File: config.mk
export PLATFORM = sky130hd
export DESIGN_NAME = uart_rx_oversampled
export DESIGN_NICKNAME = d
export VERILOG_FILES = /design/src/rtl/uart_rx_oversampled.sv
export SDC_FILE = /design/constraint.sdc
export NUM_CORES = 1
export LEC_CHECK = 0
export CORE_UTILIZATION = 60
export CTS_CLUSTER_SIZE = 30
export DETAILED_ROUTE_END_ITERATION = 16
export GPL_ROUTABILITY_DRIVEN = 0
export GPL_TIMING_DRIVEN = 1
export PLACE_DENSITY_LB_ADDON = 0.1
export SLEW_MARGIN = 5
export SYNTH_ARGS = -nofsm -noshare
export SYNTH_HDL_FRONTEND = slang
export SYNTH_SLANG_ARGS = --single-unit
File: constraint.sdc
create_clock -name clk -period 3.15 [get_ports clk]
set_input_delay 0.315 -clock clk [delete_from_list [all_inputs] [get_ports clk]]
set_output_delay 0.315 -clock clk [all_outputs]
set_load 0.02 [all_outputs]
File: src/rtl/uart_rx_oversampled.sv
// UART receiver: two-flop synchronised rx, start-bit validation at mid-bit, mid-period sampling,
// optional parity, registered completion/framing/parity pulses.
module uart_rx_oversampled #(
   parameter int CLKS_PER_BIT = 16,
   parameter int PARITY_EN    = 0,
   parameter int PARITY_ODD   = 0
) (
   input  logic       clk,
   input  logic       rst,
   input  logic       rx,
   output logic [7:0] data_out,
   output logic       rx_done,
   output logic       frame_err,
   output logic       parity_err,
   output logic       busy
);

   localparam int CW = $clog2(CLKS_PER_BIT);
   localparam logic [CW-1:0] HALF_M1 = CW'(CLKS_PER_BIT / 2 - 1);
   localparam logic [CW-1:0] FULL_M1 = CW'(CLKS_PER_BIT - 1);

   typedef enum logic [2:0] {IDLE, START, DATA, PARITY, STOP} state_t;

   logic [1:0]    sync_q, sync_d;
   logic [1:0]    fill_q, fill_d;
   logic          rx_prev_q, rx_prev_d;
   logic          armed_q, armed_d;
   state_t        state_q, state_d;
   logic [CW-1:0] cnt_q, cnt_d;
   logic [2:0]    idx_q, idx_d;
   logic [7:0]    shift_q, shift_d;
   logic          par_bad_q, par_bad_d;
   logic [7:0]    data_out_q, data_out_d;
   logic          rx_done_q, rx_done_d;
   logic          frame_err_q, frame_err_d;
   logic          parity_err_q, parity_err_d;
   logic          busy_q, busy_d;
   logic          rx_s, fall;

   assign rx_s = sync_q[1];
   // fill_q[1] marks that rx_s now reflects the real line rather than the reset value,
   // so a line held low across reset release never arms the receiver.
   assign fall = armed_q & rx_prev_q & ~rx_s;

   always_comb begin
      sync_d       = {sync_q[0], rx};
      fill_d       = {fill_q[0], 1'b1};
      rx_prev_d    = rx_s;
      armed_d      = armed_q | (fill_q[1] & rx_s);
      state_d      = state_q;
      cnt_d        = cnt_q + 1'b1;
      idx_d        = idx_q;
      shift_d      = shift_q;
      par_bad_d    = par_bad_q;
      data_out_d   = data_out_q;
      rx_done_d    = 1'b0;
      frame_err_d  = 1'b0;
      parity_err_d = 1'b0;
      case (state_q)
         IDLE: begin
            cnt_d = '0;
            if (fall) begin
               state_d   = START;
               idx_d     = 3'd0;
               par_bad_d = 1'b0;
            end
         end
         START: begin
            if (cnt_q == HALF_M1) begin
               cnt_d   = '0;
               state_d = rx_s ? IDLE : DATA;
            end
         end
         DATA: begin
            if (cnt_q == FULL_M1) begin
               cnt_d          = '0;
               shift_d[idx_q] = rx_s;
               idx_d          = idx_q + 3'd1;
               if (idx_q == 3'd7) state_d = (PARITY_EN != 0) ? PARITY : STOP;
            end
         end
         PARITY: begin
            if (cnt_q == FULL_M1) begin
               cnt_d     = '0;
               par_bad_d = (^{shift_q, rx_s}) != (PARITY_ODD != 0);
               state_d   = STOP;
            end
         end
         STOP: begin
            if (cnt_q == FULL_M1) begin
               cnt_d   = '0;
               state_d = IDLE;
               // A low stop bit wins over any parity mismatch and keeps the old byte.
               if (rx_s) begin
                  data_out_d   = shift_q;
                  rx_done_d    = 1'b1;
                  parity_err_d = par_bad_q;
               end else begin
                  frame_err_d = 1'b1;
               end
            end
         end
         default: state_d = IDLE;
      endcase
      busy_d = (state_d != IDLE);
   end

   always_ff @(posedge clk or negedge rst) begin
      if (!rst) begin
         sync_q       <= 2'b11;
         fill_q       <= 2'b00;
         rx_prev_q    <= 1'b1;
         armed_q      <= 1'b0;
         state_q      <= IDLE;
         cnt_q        <= '0;
         idx_q        <= 3'd0;
         shift_q      <= 8'h00;
         par_bad_q    <= 1'b0;
         data_out_q   <= 8'h00;
         rx_done_q    <= 1'b0;
         frame_err_q  <= 1'b0;
         parity_err_q <= 1'b0;
         busy_q       <= 1'b0;
      end else begin
         sync_q       <= sync_d;
         fill_q       <= fill_d;
         rx_prev_q    <= rx_prev_d;
         armed_q      <= armed_d;
         state_q      <= state_d;
         cnt_q        <= cnt_d;
         idx_q        <= idx_d;
         shift_q      <= shift_d;
         par_bad_q    <= par_bad_d;
         data_out_q   <= data_out_d;
         rx_done_q    <= rx_done_d;
         frame_err_q  <= frame_err_d;
         parity_err_q <= parity_err_d;
         busy_q       <= busy_d;
      end
   end

   assign data_out   = data_out_q;
   assign rx_done    = rx_done_q;
   assign frame_err  = frame_err_q;
   assign parity_err = parity_err_q;
   assign busy       = busy_q;

endmodule

### Word level (Yosys, flattened, before mapping)

Index checks and enable logic that the tools add are counted.

* bits in registers: 37
* bits of input ports: 3

* $add $sub $neg: 2
* $lt $le $gt $ge: 2
* equal/unequal tests: 10
* multiplexer cells: 29
* bitwise logic cells: 5
* reductions and logical operators: 11

Operators by type and width (count)
* two-way mux 3 bit: 8
* case mux 3 bit (5 select lines): 1
* two-way mux 1 bit: 12
* case mux 4 bit (3 select lines): 1
* AND reduction 3 bit: 3
* parity 9 bit: 1
* bitwise mux 8 bit: 1
* two-way mux 4 bit: 2
* == test 3 x 2 -> 1 bit (second input constant): 2
* == test 3 bit (second input constant): 2
* inequality test 2 bit (second input constant): 3
* case mux 3 bit (2 select lines): 1
* adder 4 x 1 -> 4 bit (second input constant): 1
* == test 4 x 3 -> 1 bit (second input constant): 1
* == test 4 bit (second input constant): 1
* < comparator 3 x 4 -> 1 bit (second input constant): 1
* nonzero test 2 bit: 2
* adder 3 x 1 -> 3 bit (second input constant): 1
* AND 1 bit: 3
* demux 1 bit (select 3 bit): 1
* == test 3 x 1 -> 1 bit (second input constant): 1
* >= comparator 3 x 1 -> 1 bit (second input constant): 1
* zero test 3 bit: 1
* nonzero test 3 bit: 1
* other kinds (7): 7

### Longest topological paths before layout

* depth after elaboration: 5
* depth in mapped cells: 6

### Worst setup path after synthesis

Ideal clock, no wire load.

* path type: reg2reg
* start point: reg cnt_q[0]
* end point: reg shift_q[2]
* library setup time: 0.125 ns
* arrival: 1.445 ns
* data required time: 3.025 ns
* slack: 1.581 ns
* cell stages (with the launch flop): 6
* path buffers: 0
* period minus slack after synthesis: 1.569 ns
* path through: dfrtp_1 -> ha_1 -> nand4b_4 -> nor2_4 -> and4b_2 -> mux2_2

* word-level cells in the longest chain between the ends: 2

RTL lines
* start: declaration: line 29 `logic [CW-1:0] cnt_q, cnt_d;`
* start signal: assignment: line 130 `cnt_q <= cnt_d;`
* == test 4 bit: line 75 `if (cnt_q == FULL_M1) begin`
* AND reduction 2 bit (no source line)
* end signal: assignment: line 132 `shift_q <= shift_d;`
* end: declaration: line 31 `logic [7:0] shift_q, shift_d;`

No other way between the ends.
A chain may end at the register's enable or synchronous reset.

### Worst setup path after layout

Ends and elaborated chain as after synthesis.

==> impl_metrics.toml <==
[status]
run_status = "finished clean"

[drt]
met2_wirelength_um = 1130
routed_vias = 1002
vias_per_cell = 5.629
top_layer_used = "met4"
met3WireLength_um = 78
detail_route.wirelength.met1_um = 1295
firstDrtPassIters = 4
post_drt_wl_per_cell_um = 14.26
antenna_left = 0
drt_iter0_drc = 23
remaining_drc_errors = 0
drt_wl_total_um = 2538

[die]
floorplan.die.width_um = 54.27
coreArea_um2 = 2522
floorplan.die.height_um = 54.27
floorplan.die_area_um2 = 2945
start_util_pct = 64.98
boundaryPins = 15
fp-row-count = 18

[critical_path]
timing.critical_path.from_type = "flip-flop"
slowest_stage_cell_crit_path = "dfrtp_1"
crit_path_end_kind = "flip-flop"
worst-setup-path-type = "flip-flop to flip-flop"
worst_path_dominant_cell_family = "simple AND/OR/NAND/NOR gates"
crit_fanout = 14
critical_path_required_ps = 3400
crit_path_cell_trace = "ha_1 > nand4b_4 > nor2_4 > and4b_2 > mux2_2"
critPathArrivalTime_ps = 2060
critPathBufInv = 0
max_stage_delay_ps = 390

[grt]
globalRoute.totalOverflow = 0
antenna_found_initial = 0
grt_pass1_wl_um = 4367
pin_count_of_the_biggest_net_entering_global_routing = 38
global_route.usage.total_pct = 22.03
vias_in_the_first_global_route = 957

[sta]
final-setup-viol-count = 0
final_min_period_over_clock_period_pct = 57.47
timing.final.hold_violations = 0
tns_ps = 0
timing.fmax_mhz = 552.4
max_slew.worst_pin.slew_ps = 784.3
slew_headroom_pct = 47.71
finalMaxSlewViolations = 0
worst_clock_skew_ps = 19.40
min_period_ps = 1810
setup_repair_after_global_routing_missed_its_margin = "false"

[finish]
num-nets-final = 153
drive_above_1_share_pct = 20.27
layout.core_utilization_pct = 73.16
final_design_area_no_fill_um2 = 1846
antennaDiodeCount = 0
final_instance_count_excl_fillers = 178
layout-area-overhead-vs-synth_pct = 12.60

[placement]
placement.io_buffers = 14
dpl.cell_count = 170
dp_hpwl_um = 1721
post_dp_cell_area_um2 = 1787

[cts]
cts_made_buffers = 5
cts_root_buffer = "clkbuf_4"
cts_hold_buf = 0
cts.sink_count = 37
cts-resized-gates = 0
clk-insertion-delay-late_ps = 350
clkSlewWorstSetupHoldPaths_ps = 120
tritoncts = "yes"
cts_max_level = 2
cts_buffer_depth = 2
cts_setup_buffers = 0

[yosys]
synth.cell_area_um2 = 1639
synthAdderAreaFrac_pct = 2.290
synth-edff-count = 0
xor_xnor_share_of_the_synthesized_area_pct = 6.183
post_synth.cell_area_avg_um2 = 12.61
ys_top_cells_by_count = "dfrtp_1 (34), mux2_2 (13), nand2_1 (8), nor2_1 (8), o21ai_0 (8)"
synthesis.instances = 130
synth_compound_area_share_pct = 3.817
yosys_register_bits = 37
mappedNetlistNets = 136
post_synth_main_area_contributors = "dfrtp_1 (52%), mux2_2 (8.9%), dfstp_2 (4.8%), xnor2_1 (3.2%), o21ai_0 (2.4%)"
ys.flop_type = "dfrtp_1"
synthDominantAreaCellType = "dfrtp_1"
ys_warnings = 0
synthSimpleGateAreaFrac_pct = 17.79
yosysSeqAreaShare_pct = 56.72
combinational_family_with_the_most_area_after_synthesis = "simple AND/OR/NAND/NOR gates"
synthMostInstantiatedCell = "dfrtp_1"
synth_cell_type_count = 37
synth.top_cell.area_share_pct = 51.91
multiplexer_fraction_of_the_synthesized_cell_area_pct = 10.99
synth_async_sr_flop_share_pct = 100.0

[pwr]
vdd_drop_max_mv = 0.5608
power_mw = 1.012
power_density_over_the_cells_nw_per_um2 = 548.6
leakage_power_summed_over_all_cells_nw = 0.8808

[flow_run]
reported_max_cap_violation_count = 0

[worst_hold_path]
timing.hold.worst.class = "input pin to asynchronous set/reset pin"
[logic make-up (layout without fill, tap and decap cells)]
family,Yosys count,after routing
buf+inv,6,24
compound gates,11,11
simple gates,46,46
fa+ha+maj,3,3
other cells,1,1
flops,37,37
xor+xnor,10,10
mux,16,16
[cells in the final DEF, fill, tap and decap left out, types with 3 or more instances in the layout]
| master | count |
|---|---|
| dfrtp_1 | 34 |
| mux2_2 | 13 |
| clkdlybuf4s50_1 | 13 |
| o21ai_0 | 8 |
| nand2_1 | 8 |
| nor2_1 | 8 |
| xnor2_1 | 6 |
| clkbuf_4 | 5 |
| nand4b_1 | 4 |
| nand3_1 | 4 |
| nor3_1 | 3 |
| xor2_1 | 3 |
| nand4_1 | 3 |
| mux2_1 | 3 |
| ha_1 | 3 |
| dfstp_2 | 3 |
[metal layers]
metal	up-vias	global-route usage, %
met5	-	0
met4	0	8.974
met3	5	9.167
met2	16	30.89
met1	496	30.00
li1	485	-
[registers in the layout (all words and copies together), names as in the netlist]
register and flops:
sync_q 2, parity_err 1, armed_q 1, busy 1, rx_prev_q 1, data_out 8
idx_q 3, state_q 3, rx_done 1, par_bad_q 1, shift_q 8, cnt_q 4
frame_err 1, fill_q 2
[through the flow]
| stage | worst slack (ps) | hold slack [ps] |
|---|---|---|
| 6_report | 1340 | 32.08 |
| 5_1_grt | 1194 | 98.94 |
| 4_1_cts | 1328 | 64.34 |
| 3_5_place_dp | 1328 | 345.2 |
| 3_3_place_gp | 1405 | 340.9 |
| 2_1_floorplan | 1581 | 19.41 |
[report_power, final]
group	switching, mW	internal, mW
logic	0.0828	0.0796
registers	0.0670	0.521
clock network	0.152	0.110
total	0.302	0.711
[worst register-to-register path: cells and delay by family, from the launching register on]
kind | cells | cell delay (ps)
and+or+nand+nor | 3 | 700
muxes | 1 | 320
DFF | 1 | 390
adders and majority gates | 1 | 320
[worst paths after layout]
| kind | start | cells past startpoint | endpoint | slack [ps] |
|---|---|---|---|---|
| max | cnt_q[0] | 5 | shift_q[2] | 1340 |
| min reg2reg | sync_q[0] | 0 | sync_q[1] | 360 |
| min | rst | 1 | par_bad_q | 30 |
| max in group asynchronous | rst | 1 | cnt_q[1] | 2610 |
| max reg2reg | cnt_q[0] | 5 | shift_q[2] | 1340 |
| min in group clk | sync_q[0] | 0 | sync_q[1] | 360 |
[cell type report]
class                   instances  area, um^2
clock buffers                   8       58.81
inverters                       2       7.507
flip-flops and latches         37       929.6
well taps                      30       37.54
repair buffers                 14       135.1
multi-input cells              87       676.9
fillers                       180       676.9
Power figures use the tool's default switching activity.
